$ cat src/rtl/bp_ckpt_queue_pkg.sv
// Shared branch-predictor types: GHSR width and the checkpoint entry saved per in-flight branch.
package bp_ckpt_queue_pkg;

  localparam int unsigned GSHARE_GHSR_WIDTH = 8;

  typedef struct packed {
    logic [31:0]                  pc;
    logic [GSHARE_GHSR_WIDTH-1:0] ghsr;
    logic                         pred;
  } ckpt_entry_t;

endpackage

$ cat src/rtl/bp_ckpt_queue.sv
// In-order checkpoint queue for predicted branches: two pushes per cycle from fetch,
// one resolve per cycle from EXE, producing predictor updates and mispredict flushes.
module bp_ckpt_queue
  import bp_ckpt_queue_pkg::*;
#(
  parameter int unsigned DEPTH = 8,
  parameter int unsigned GW    = GSHARE_GHSR_WIDTH
) (
  input  logic                     clk,
  input  logic                     reset,
  input  logic                     push0_valid,
  input  logic [31:0]              push0_pc,
  input  logic [GW-1:0]            push0_ghsr,
  input  logic                     push0_pred,
  input  logic                     push1_valid,
  input  logic [31:0]              push1_pc,
  input  logic [GW-1:0]            push1_ghsr,
  input  logic                     push1_pred,
  output logic                     push_ready,
  input  logic                     resolve_valid,
  input  logic                     resolve_taken,
  input  logic                     kill,
  output logic                     upd_valid,
  output logic [31:0]              upd_pc,
  output logic [GW-1:0]            upd_ghsr,
  output logic                     upd_taken,
  output logic                     flush_valid,
  output logic [$clog2(DEPTH):0]   count,
  output logic                     underflow_err
);

  localparam int unsigned PW     = $clog2(DEPTH);
  localparam int unsigned CW     = PW + 1;
  localparam int unsigned HW     = GSHARE_GHSR_WIDTH;

  if ((DEPTH < 4) || ((DEPTH & (DEPTH - 1)) != 0)) begin : g_bad_depth
    $error("bp_ckpt_queue: DEPTH must be a power of 2 and at least 4");
  end
  if (GW > HW) begin : g_bad_gw
    $error("bp_ckpt_queue: GW exceeds the checkpoint entry GHSR field");
  end

  ckpt_entry_t       mem [DEPTH];
  logic [PW-1:0]     rd_ptr;
  logic [PW-1:0]     wr_ptr;

  ckpt_entry_t       head;
  ckpt_entry_t       ent0;
  ckpt_entry_t       ent1;
  logic              do_resolve;
  logic              mispredict;
  logic              clear;
  logic              wr_en0;
  logic              wr_en1;
  logic [CW-1:0]     n_push;

  // Next-state decode for push, resolve and clear
  always_comb begin
    push_ready = (count <= CW'(DEPTH - 2));
    head       = mem[rd_ptr];
    ent0       = '{pc: push0_pc, ghsr: HW'(push0_ghsr), pred: push0_pred};
    ent1       = '{pc: push1_pc, ghsr: HW'(push1_ghsr), pred: push1_pred};
    do_resolve = resolve_valid && (count != '0);
    mispredict = do_resolve && (resolve_taken ^ head.pred);
    clear      = kill || mispredict;
    wr_en0     = push_ready && !clear && push0_valid;
    wr_en1     = push_ready && !clear && push1_valid;
    n_push     = CW'(wr_en0) + CW'(wr_en1);
  end

  // Pointers, occupancy and status strobes
  always_ff @(posedge clk) begin
    if (reset) begin
      rd_ptr        <= '0;
      wr_ptr        <= '0;
      count         <= '0;
      upd_valid     <= 1'b0;
      flush_valid   <= 1'b0;
      underflow_err <= 1'b0;
    end else begin
      upd_valid   <= do_resolve;
      flush_valid <= mispredict && !kill;
      if (resolve_valid && (count == '0)) begin
        underflow_err <= 1'b1;
      end
      if (clear) begin
        rd_ptr <= wr_ptr;
        count  <= '0;
      end else begin
        wr_ptr <= wr_ptr + PW'(n_push);
        rd_ptr <= rd_ptr + PW'(do_resolve);
        count  <= count + n_push - CW'(do_resolve);
      end
    end
  end

  // Entry storage; slot1 lands behind slot0 when both push
  always_ff @(posedge clk) begin
    if (!reset) begin
      if (wr_en0) begin
        mem[wr_ptr] <= ent0;
      end
      if (wr_en1) begin
        mem[wr_ptr + PW'(wr_en0)] <= ent1;
      end
    end
  end

  // Update payload holds between resolves
  always_ff @(posedge clk) begin
    if (!reset && do_resolve) begin
      upd_pc    <= head.pc;
      upd_ghsr  <= GW'(head.ghsr);
      upd_taken <= resolve_taken;
    end
  end

endmodule

$ cat config.mk
export PLATFORM = sky130hd
export DESIGN_NAME = bp_ckpt_queue
export DESIGN_NICKNAME = d
export VERILOG_FILES = /design/src/rtl/bp_ckpt_queue_pkg.sv /design/src/rtl/bp_ckpt_queue.sv
export SDC_FILE = /design/constraint.sdc
export NUM_CORES = 1
export LEC_CHECK = 0
export ABC_AREA = 1
export CAP_MARGIN = 25
export CORE_UTILIZATION = 55
export DETAILED_ROUTE_END_ITERATION = 6
export GPL_TIMING_DRIVEN = 0
export PLACE_DENSITY = 0.83
export SYNTH_ARGS = -nofsm -noshare
export SYNTH_HDL_FRONTEND = slang
export SYNTH_SLANG_ARGS = --single-unit
$ cat constraint.sdc
create_clock -name clk -period 4.6 [get_ports clk]
set_input_delay 0.69 -clock clk [delete_from_list [all_inputs] [get_ports clk]]
set_output_delay 0.69 -clock clk [all_outputs]
set_load 0.05 [all_outputs]
==> reports/qor.csv <==
stage,metric,value,unit
placement,io_buffers,54,
drt,wl_per_cell,21.9,um
placement,placed_area,0.0217,mm^2
synthesis,synth.net_count,2390,
worst_setup_path,path_class,flip-flop to flip-flop,
cells_and_area,final_nets,2494,
pwr,ir_drop,224,uV
sta,setup_tns,0,ps
placement,dp_hpwl,42.7,mm
synthesis,synth_warnings,0,
die,io-pin-count,138,
synthesis,netlist_instances,2286,
cts,htree_levels,2,
cts,clockBufferDepth,3,
sta,worst_pin_slew,994,ps
synthesis,ys_seq_elements,382,
drt,drt-total-wl,63.3,mm
synthesis,synth_area_leaders,"edfxtp_1 54%, nand2_1 13%, nand3_1 8.6%, nor2_1 5.5%, o21ai_0 4.0%",
sta,min_period_over_period,0.988,
synthesis,synth_most_common_cell,nand2_1,
drt,drt-vias-per-instance,6.27,
synthesis,synth.yosys.seq_area_share,0.558,
drt,drt-initial-drc-count,2830,
synthesis,netlist_area,0.0203,mm^2
outcome,outcome,"finished, final reports clean",
cells_and_area,multi_input_area,0.00736,mm^2
global_route,grt_usage,0.333,
global_route,grt_max_degree,26,
job,maxCapViolCount,0,
synthesis,synth_ff_type,edfxtp_1,
cts,cts-root-buf,clkbuf_16,
synthesis,yosys.area.top_type_share,0.545,
drt,drc,0,
sta,setup_viol,0,
synthesis,synth_top_cell_by_area,edfxtp_1,
cells_and_area,ff_latch_area,0.0113,mm^2
drt,firstDrtPassIters,7,
cells_and_area,layout-drive-gt1-share,0.107,
sta,rsz0062_at_grt,false,
pwr,power.leakage,9.35,nW
die,fp.coreArea,0.0365,mm^2
synthesis,synth_edf_count,369,
hold_path,hp-class,flip-flop to flip-flop,
sta,period_needed,4540,ps
worst_setup_path,path_max_fanout,21,
synthesis,synth-async-reset-ratio,0,
cts,cts_buffers,39,
pwr,power,10.9,mW
global_route,antenna_found_initial,2,
sta,relSlewSlack,0.335,
worst_setup_path,cp_cell_sequence,"buf_2, nand3_1, nand3_1, nand3_1, nand3_2, nand3_4, nor2_1, ha_1, ha_1, xor2_1, inv_1, nand2_1, nor2_2, nand3_4, buf_6, nand2_2, buf_12",
global_route,grt_overflow,0,
cells_and_area,stdcell_area,0.0231,mm^2
cells_and_area,post-route-util,0.633,
worst_setup_path,start_kind,flip-flop,
sta,clock_skew,27.7,ps
cts,cts_sinks,382,
sta,finalMaxSlewViolations,0,
cells_and_area,fill_cells,2714,
sta,hold_viol_final,0,
placement,gp_congestion,0.983,
sta,setup_slack,55.2,ps
worst_setup_path,crit_family,simple AND/OR/NAND/NOR gates,
worst_setup_path,slowest_delay,500,ps
drt,ant_nets,0,
sta,max_freq,0.220,GHz
synthesis,synth_common_cells,"683 x nand2_1, 369 x edfxtp_1, 348 x nand3_1",
worst_setup_path,slowest_stage,nand2_2,
pwr,power_density,471,mW/mm^2
synthesis,postSynthAreaPerCell,8.89,um^2
synthesis,synth_cell_types,30,
worst_setup_path,required,4820,ps
placement,post-place-ws,-390,ps
drt,dr_total_vias,18100,
worst_setup_path,worst_ep_arrival_time,4760,ps
worst_setup_path,cp_common_cell,nand3_1,
die,die_area,0.0377,mm^2
cells_and_area,area_growth,13.6,%
global_route,grt_pass1_wl,96.7,mm
die,die_w,194,um
cts,clk_pin_slew,70,ps
cts,cts_tree,built,
cts,clock_insertion_delay_worst_skew,540,ps
die,rows,70,
worst_setup_path,path_buf_inv,4,
die,die_h,194,um
die,initial_core_util,0.557,
worst_setup_path,endpoint_kind,flip-flop,
global_route,grt_pass1_vias,17300,
[sequential cells by signal, indices dropped and copies added, names as in the netlist]
signal / cells
upd_ghsr: 8
flush_valid: 1
upd_valid: 1
mem: 328
count: 4
underflow_err: 1
wr_ptr: 3
upd_pc: 32
rd_ptr: 3
upd_taken: 1
[worst min-delay path, delay by kind of cell, from the launching register on]
family,cells,cell delay [ps]
buffers and inverters,1,50
AO/OA/AOI/OAI,1,60
flip-flops,1,310
[where the power goes]
part / switching (mW) / internal (mW) / leakage [nW]
logic: 2.33 / 0.897 / 5.25
registers: 0.0917 / 4.19 / 3.44
clock network: 1.37 / 2.02 / 0.657
[layout make-up]
type	instances	area share
Multi-Input combinational cell	1619	0.319
Antenna cell	2	0.000217
Clock buffer	45	0.0450
Timing Repair Buffer	63	0.0322
Tap cell	468	0.0253
Buffer	247	0.0681
Sequential cell	382	0.491
Inverter	38	0.00617
Clock inverter	26	0.0135
[worst paths after layout]
kind	from	end	slack, ps	depth (start not counted)
min	underflow_err	underflow_err	460	2
max reg2reg	rd_ptr[1]	mem[1][35]	60	17
max	rd_ptr[1]	mem[1][35]	60	17
min reg2reg	underflow_err	underflow_err	460	2
[through the flow]
stage	hold slack [ps]	instances
floorplan	544	2286
global placement	446	2808
detailed placement	451	2817
CTS	461	2888
global route	503	2888
finish	462	2890
[per-layer routing]
layer | up-vias | GRT usage | share of wire
met5 | - | 0 | 0.00017
met4 | 2 | 0.199 | 0.067
met3 | 348 | 0.0574 | 0.13
met2 | 1559 | 0.544 | 0.46
met1 | 8281 | 0.418 | 0.34
li1 | 7934 | - | -
[cell families (layout without fill, tap and decap cells)]
kind of cell / after synthesis / in the layout / synth area share
AOI/OAI and AO/OA: 256 / 256 / 0.0691
xor gates and xnor gates: 3 / 3 / 0.00129
adders and majority gates: 15 / 15 / 0.00997
buffers and inverters: 285 / 419 / 0.0844
DFF: 382 / 382 / 0.558
other: 0 / 2 / 0
and+or+nand+nor: 1345 / 1345 / 0.278
[placed cells by master, fill, tap and decap left out, types with 35 or more instances in the layout]
master	Yosys	routed
buf_2	35	35
edfxtp_1	369	369
nor2_1	297	290
o22ai_1	40	40
clkbuf_16	0	41
clkdlybuf4s50_1	0	54
buf_6	68	68
clkbuf_1	74	78
a31oi_1	41	40
o21ai_0	163	163
clkbuf_2	40	40
nand3_1	348	348
nand2_1	683	682
[timing repair]
item,CTS,global route
buffers inserted,0,0
endpoints found under the setup margin,42,80
gates resized for setup,2,4
hold buffers,0,0
Note: power is estimated with default switching activity, not from simulation.
